===== src/rtl/spi_command_port_if.sv =====
// spi_command_port_if: SPI pins plus engine command/readback signals of the SPI command port
interface spi_command_port_if #(
    parameter int spi_fifo_length = 32
);
    localparam int CW = $clog2(spi_fifo_length) + 1;
    logic          sck;
    logic          cs_n;
    logic          mosi;
    logic          miso;
    logic [7:0]    tx_byte;
    logic [CW-1:0] fifo_count;
    logic [7:0]    command_out;
    logic          command_out_valid;
    logic          busy;
    logic          overrun;
    logic          frame_error;
    logic [15:0]   bytes_received;
    modport slave (
        input  sck, cs_n, mosi, tx_byte, fifo_count,
        output miso, command_out, command_out_valid, busy, overrun, frame_error, bytes_received
    );
    modport master (
        output sck, cs_n, mosi, tx_byte, fifo_count,
        input  miso, command_out, command_out_valid, busy, overrun, frame_error, bytes_received
    );
endinterface


===== src/rtl/spi_command_port.sv =====
// spi_command_port: oversampled mode-0 SPI slave turning MOSI bytes into engine commands and serialising readback on MISO
module spi_command_port #(
    parameter int spi_fifo_length = 32,
    parameter int sync_stages     = 2
) (
    input logic               clk,
    input logic               rst_n,
    spi_command_port_if.slave bus
);
    localparam int CW = $clog2(spi_fifo_length) + 1;
    localparam logic [CW-1:0] FIFO_FULL = CW'(spi_fifo_length);
    typedef enum logic {IDLE, ACTIVE} state_t;
    state_t state_q, state_d;
    logic [sync_stages-1:0] sck_q, cs_q, mosi_q, live_q;
    logic       sck_prev_q, cs_prev_q, armed_q, seen_rise_q;
    logic [2:0] bit_cnt_q;
    logic [7:0] rx_q, tx_q, cmd_q;
    logic       valid_q, overrun_q, frame_err_q;
    logic [15:0] bytes_q;
    logic       sck_s, cs_s, mosi_s, sck_rise, sck_fall, cs_rise, cs_fall, start, stop;
    logic [7:0] rx_byte;

    assign sck_s    = sck_q[sync_stages-1];
    assign cs_s     = cs_q[sync_stages-1];
    assign mosi_s   = mosi_q[sync_stages-1];
    assign sck_rise = sck_s & ~sck_prev_q;
    assign sck_fall = ~sck_s & sck_prev_q;
    assign cs_rise  = cs_s & ~cs_prev_q;
    assign cs_fall  = ~cs_s & cs_prev_q;
    // armed_q blocks a cs_n that was already low at reset release from looking like a fresh falling edge
    assign start    = state_q == IDLE && cs_fall && armed_q;
    assign stop     = state_q == ACTIVE && cs_rise;
    assign rx_byte  = {rx_q[6:0], mosi_s};

    // Synchronise the pins, keep a delayed copy for edge detection, arm once a real cs_n high is seen
    always_ff @(posedge clk or negedge rst_n) begin
        if (!rst_n) begin
            sck_q      <= '0;
            cs_q       <= '1;
            mosi_q     <= '0;
            live_q     <= '0;
            sck_prev_q <= 1'b0;
            cs_prev_q  <= 1'b1;
            armed_q    <= 1'b0;
        end else begin
            sck_q      <= {sck_q[sync_stages-2:0], bus.sck};
            cs_q       <= {cs_q[sync_stages-2:0], bus.cs_n};
            mosi_q     <= {mosi_q[sync_stages-2:0], bus.mosi};
            live_q     <= {live_q[sync_stages-2:0], 1'b1};
            sck_prev_q <= sck_s;
            cs_prev_q  <= cs_s;
            armed_q    <= armed_q | (live_q[sync_stages-1] & cs_s);
        end
    end

    // Frame state register
    always_ff @(posedge clk or negedge rst_n) begin
        if (!rst_n) state_q <= IDLE;
        else        state_q <= state_d;
    end

    // Next state: cs_n falling edge opens a frame, rising edge closes it
    always_comb begin
        state_d = start ? ACTIVE : stop ? IDLE : state_q;
    end

    // Frame datapath: shift in on sck rise, shift out on sck fall; a cs_n rise masks any same-cycle sck edge
    always_ff @(posedge clk or negedge rst_n) begin
        if (!rst_n) begin
            bit_cnt_q   <= '0;
            rx_q        <= '0;
            tx_q        <= '0;
            cmd_q       <= '0;
            valid_q     <= 1'b0;
            overrun_q   <= 1'b0;
            frame_err_q <= 1'b0;
            bytes_q     <= '0;
            seen_rise_q <= 1'b0;
        end else begin
            valid_q <= 1'b0;
            if (start) begin
                bit_cnt_q   <= '0;
                tx_q        <= bus.tx_byte;
                seen_rise_q <= 1'b0;
            end else if (stop) begin
                bit_cnt_q <= '0;
                if (bit_cnt_q != 3'd0) frame_err_q <= 1'b1;
            end else if (state_q == ACTIVE && sck_rise) begin
                rx_q        <= rx_byte;
                bit_cnt_q   <= bit_cnt_q + 3'd1;
                seen_rise_q <= 1'b1;
                if (bit_cnt_q == 3'd7) begin
                    if (bus.fifo_count < FIFO_FULL) begin
                        cmd_q   <= rx_byte;
                        valid_q <= 1'b1;
                        bytes_q <= bytes_q + 16'd1;
                    end else begin
                        overrun_q <= 1'b1;
                    end
                end
            end else if (state_q == ACTIVE && sck_fall && seen_rise_q) begin
                tx_q <= bit_cnt_q == 3'd0 ? bus.tx_byte : {tx_q[6:0], 1'b0};
            end
        end
    end

    // Outputs; MISO is held low outside a frame
    always_comb begin
        bus.miso              = state_q == ACTIVE && tx_q[7];
        bus.busy              = state_q == ACTIVE;
        bus.command_out       = cmd_q;
        bus.command_out_valid = valid_q;
        bus.overrun           = overrun_q;
        bus.frame_error       = frame_err_q;
        bus.bytes_received    = bytes_q;
    end
endmodule


===== src/flat_wrapper.sv =====
// flat-port wrapper written by rule: the top's interface ports become plain ports
module spi_command_port_flat 
#(
    parameter int spi_fifo_length = 32,
    parameter int sync_stages     = 2
)
  (clk, rst_n, bus_sck, bus_cs_n, bus_mosi, bus_tx_byte, bus_fifo_count, bus_miso, bus_command_out, bus_command_out_valid, bus_busy, bus_overrun, bus_frame_error, bus_bytes_received);
  spi_command_port_if #(.spi_fifo_length(spi_fifo_length)) bus_i ();
  input logic clk;
  input logic rst_n;
  input wire logic [$bits(bus_i.sck)-1:0] bus_sck;
  input wire logic [$bits(bus_i.cs_n)-1:0] bus_cs_n;
  input wire logic [$bits(bus_i.mosi)-1:0] bus_mosi;
  input wire logic [$bits(bus_i.tx_byte)-1:0] bus_tx_byte;
  input wire logic [$bits(bus_i.fifo_count)-1:0] bus_fifo_count;
  output wire logic [$bits(bus_i.miso)-1:0] bus_miso;
  output wire logic [$bits(bus_i.command_out)-1:0] bus_command_out;
  output wire logic [$bits(bus_i.command_out_valid)-1:0] bus_command_out_valid;
  output wire logic [$bits(bus_i.busy)-1:0] bus_busy;
  output wire logic [$bits(bus_i.overrun)-1:0] bus_overrun;
  output wire logic [$bits(bus_i.frame_error)-1:0] bus_frame_error;
  output wire logic [$bits(bus_i.bytes_received)-1:0] bus_bytes_received;
  assign bus_i.sck = bus_sck;
  assign bus_i.cs_n = bus_cs_n;
  assign bus_i.mosi = bus_mosi;
  assign bus_i.tx_byte = bus_tx_byte;
  assign bus_i.fifo_count = bus_fifo_count;
  assign bus_miso = bus_i.miso;
  assign bus_command_out = bus_i.command_out;
  assign bus_command_out_valid = bus_i.command_out_valid;
  assign bus_busy = bus_i.busy;
  assign bus_overrun = bus_i.overrun;
  assign bus_frame_error = bus_i.frame_error;
  assign bus_bytes_received = bus_i.bytes_received;
  spi_command_port #(.spi_fifo_length(spi_fifo_length), .sync_stages(sync_stages)) u_core (.clk(clk), .rst_n(rst_n), .bus(bus_i));
endmodule

===== config.mk =====
export PLATFORM = sky130hd
export DESIGN_NAME = spi_command_port_flat
export DESIGN_NICKNAME = d
export VERILOG_FILES = /design/src/rtl/spi_command_port_if.sv /design/src/rtl/spi_command_port.sv /design/src/flat_wrapper.sv
export SDC_FILE = /design/constraint.sdc
export NUM_CORES = 1
export LEC_CHECK = 0
export BUFFER_PORTS_ARGS = -buffer_cell sky130_fd_sc_hd__buf_2
export CORE_ASPECT_RATIO = 0.5
export CORE_MARGIN = 2
export CORE_UTILIZATION = 45
export CTS_BUF_LIST = sky130_fd_sc_hd__clkbuf_2 sky130_fd_sc_hd__clkbuf_4 sky130_fd_sc_hd__clkbuf_8
export DETAILED_ROUTE_END_ITERATION = 8
export GPL_TIMING_DRIVEN = 0
export HOLD_SLACK_MARGIN = 0.02
export PLACE_DENSITY = 0.64
export RECOVER_POWER = 50
export SYNTH_ARGS = -nofsm -noshare
export SYNTH_HDL_FRONTEND = slang
export SYNTH_SLANG_ARGS = --single-unit
export TNS_END_PERCENT = 5

===== constraint.sdc =====
create_clock -name clk -period 5.55 [get_ports clk]
set_input_delay 0.8325 -clock clk [delete_from_list [all_inputs] [get_ports clk]]
set_output_delay 0.8325 -clock clk [all_outputs]
set_load 0.02 [all_outputs]

==> results list <==
- Number of standard-cell rows in the floorplan: 18
* Worst Reg-to-Reg Cells: 5
- Proportion of layout cells with a drive suffix above 1: between 40% and 50%
* Worst Hold Path Cells: 0
- Maximum number of pins on one net before global-route repair: 59
- After synthesis, the netlist uses 34 different library cells.
* Routability cong.: 0.758
- The die is 107 um wide.
- By startpoint and endpoint, the worst setup path is classified as flop to flop.
- The total area inside the core boundary comes to 5020 um2.
* Net total in the final layout: approximately 250
* Commonest cells after routing, fill and taps aside: sky130_fd_sc_hd__dfrtp_1, sky130_fd_sc_hd__buf_2, sky130_fd_sc_hd__mux2_2
* Relative slew slack: approximately 44%
- TritonCTS built the clock tree.
- Count of final setup violators: 0
- Flop2flop setup slack: ~3.2 ns
* Required time at the endpoint of the critical path: 5.75 ns
- Quantity of gates resized following cts: 0
- Class of the worst hold path: flop to flop
- Initial detailed-routing violation count: 52
- Across every metal layer, demand over resource in global routing totals between 10% and 20%.
- Htree depth: 3
- The worst setup path is launched from a flop.
* Commonest non-fill, non-tap cell in the layout: sky130_fd_sc_hd__dfrtp_1
- Total power for the finished layout comes to 1.05 mW.
- Clock Skew: 0.00821 ns
* Final Hold Viols: 0
- Post-CTS Setup Inserts: 0
- After synthesis, the share of cell area in mux cells is 15.1%.
* Antenna violations before repair: 0
- Post-layout min period: 2.40 ns
- Once the floorplan was initialized, standard cells occupied 47.5% of the core.
- Footprint of the flip-flops and latches: approximately 1500 um2
- The root buffer cell chosen for the clock tree is sky130_fd_sc_hd__clkbuf_8.
* Arrival time of data at the critical path endpoint: between 2 and 3 ns
- Layout overhead on the synthesized area: 20.8%
* Achievable frequency: 417 MHz
- The number of pins exceeding their max-slew limit in the final report was 0.
- The first global-routing pass estimated 6.53 mm of wire.
- Proportion of register bits with asynchronous set or reset after synthesis: 100%
- In the routed design, unresolved DRC markers number 0.
- In this run the worst path has a maximum fanout of 10.
* HPWL after DPL: between 2 and 3 mm
* Share of the synthesized area in compound gates (AO/OA/AOI/OAI): 3.62%
- The clock reaches the later pin of the worst-skew pair after ~0.33 ns.
- Gate Count Post-Synth: about 170
* Number of detailed-route iterations in the first pass: 4
- Area of the die: 5930 um2
- Total negative slack for setup checks: 0 ns
- The run finished with clean final reports.
- Buffers inserted during clock tree synthesis total 9.
- 0 antenna diodes ended up in the layout.
* Maximum capacitance violations: 0
* Overflow left after global routing: 0
- Final critical-path share of the clock period: 43.2%
- Setup repair after global routing left no endpoint under its margin.
* Clock input transition at the sequential cells of the worst setup and hold paths: 0.06 ns
- Nets in the synthesized netlist: 192
- Share of synthesized area occupied by flip-flops and latches: 61.0%
- Total Routed Length: ~3.8 mm
- Post-Synth Adder-Cell Area: between 2 and 2.5%
- Summed over all cells, the static leakage comes to 1.40 nW.
* Routed length per placed instance: about 13 um
- Die Span Y: between 50 and 60 um
* Buffers on Ports: 42
- Number of synthesized flops with an enable pin: 0
- Top flip-flop cell by instance count after synthesis: sky130_fd_sc_hd__dfrtp_1
- Power per cell area: around 360 nW/um2
- Number of buffers between clock root and the deepest sink: 2
- 48 I/O pins were placed.
- Hold repair after CTS inserted 0 buffers.
* Via count of the first global-routing pass: 1423
- FF+latch count, synth: 58
- Count of vias placed by the detailed router: ~1.5k
- In this run the mean area of a mapped cell was 14.1 um2.
* Post-synth design cell area: 2380 um2
- Actual slew at the worst max-slew pin: 0.838 ns
- Clk sink count: 58
- STA classifies the critical path endpoint as a flop.
* Multi-input gate area in the final layout: approximately 860 um2
- The worst-case IR drop observed on VDD is 146 uV.
* Routed via count divided by cell count: about 5
- Of the total synthesized cell area, the portion taken by AND, OR, NAND and NOR gates is 10.1%.
* Fill cell count: about 430
* Main combinational cell family by area after synthesis: multiplexers
- During synthesis, Yosys emitted a total of 0 warnings.
- Summing the areas of all xor and xnor instances in the mapped netlist gives between 5 and 6% of the synthesized area.
- Final antenna-violating net count: 0
[where the power goes]
group          switching, mW  internal (mW)
clock network          0.150          0.246
logic                 0.0567         0.0777
registers             0.0324          0.487
[through the flow]
step	util, %	setup slack, ns	cells	hold slack [ns]	instance area, um2
final	57.3	3.15	297	0.351	2880
after global routing	57.3	3.01	297	0.361	2880
after CTS	57.5	3.53	297	0.352	2890
after floorplan	-	3.63	169	0.331	2380
after global placement	53.4	3.33	281	0.332	2680
after detailed placement	53.4	3.31	281	0.336	2680
[worst paths after layout]
check                                  from                      endpoint
hold / removal             u_core.live_q[0]              u_core.live_q[1]
hold reg to reg            u_core.live_q[0]              u_core.live_q[1]
min in group asynchronous             rst_n  u_core.bus.bytes_received[3]
setup / recovery            u_core.bus.busy                u_core.tx_q[1]
max in group asynchronous             rst_n               u_core.bus.busy
setup reg to reg            u_core.bus.busy                u_core.tx_q[1]
[area by class of cell]
cell class / count / share of cell area (%)
clock inverter: 2 / 1.22
tap: 70 / 3.04
inverter: 6 / 0.782
clock buffer: 14 / 6.04
multi-input combinational: 101 / 29.9
sequential: 58 / 50.5
buffer: 4 / 1.09
timing repair buffer: 42 / 7.38
[critical path, cell delays in order, from the launching register on]
cell	delay, ns
sky130_fd_sc_hd__dfrtp_1	0.34
sky130_fd_sc_hd__clkbuf_1	0.31
sky130_fd_sc_hd__and4bb_2	0.32
sky130_fd_sc_hd__a21oi_1	0.66
sky130_fd_sc_hd__mux2_2	0.41
sky130_fd_sc_hd__mux2_2	0.25
[synth_stat cells (2+ instances only)]
cell,n,share of area (%)
sky130_fd_sc_hd__ha_1,4,2.1
sky130_fd_sc_hd__xnor2_1,14,5.1
sky130_fd_sc_hd__a31o_2,2,0.74
sky130_fd_sc_hd__dfrtp_1,55,58
sky130_fd_sc_hd__nand2_1,6,0.94
sky130_fd_sc_hd__nand4_1,7,1.8
sky130_fd_sc_hd__mux2_2,32,15
sky130_fd_sc_hd__nand3_1,6,1.3
sky130_fd_sc_hd__buf_2,2,0.42
sky130_fd_sc_hd__inv_1,6,0.94
sky130_fd_sc_hd__buf_6,2,0.94
sky130_fd_sc_hd__nor3_1,2,0.42
sky130_fd_sc_hd__dfstp_2,3,3.3
sky130_fd_sc_hd__a22o_1,2,0.74
sky130_fd_sc_hd__a21oi_1,3,0.63
sky130_fd_sc_hd__nand2b_1,2,0.52
sky130_fd_sc_hd__and3_1,4,1.0
[state kept, by name (all words and copies together) (netlist names)]
| register | cells |
|---|---|
| u_core.bus.frame_error | 1 |
| u_core.bus.overrun | 1 |
| u_core.bit_cnt_q | 3 |
| u_core.sck_q | 2 |
| u_core.sck_prev_q | 1 |
| u_core.live_q | 2 |
| u_core.bus.bytes_received | 16 |
| u_core.rx_q | 7 |
| u_core.seen_rise_q | 1 |
| u_core.mosi_q | 2 |
| u_core.bus.busy | 1 |
| u_core.cs_q | 2 |
| u_core.bus.command_out_valid | 1 |
| u_core.bus.command_out | 8 |
| u_core.tx_q | 8 |
| u_core.armed_q | 1 |
| u_core.cs_prev_q | 1 |
[per-layer routing]
metal	vias up	GRT usage [%]	share of wire [%]
li1	702	-	-
met1	747	17.7	48
met2	33	22.1	46
met3	2	7.20	5.5
met4	0	6.68	0.89
met5	-	0	0
[logic make-up (layout without fill, tap and decap cells)]
logic type,count (synthesis),in the layout
xor+xnor,15,15
buf+inv,10,68
fa+ha+maj,4,4
mux,32,32
other cells,1,1
simple gates,38,38
flops,58,58
compound gates,11,11
(Power assumes the default switching activity.)
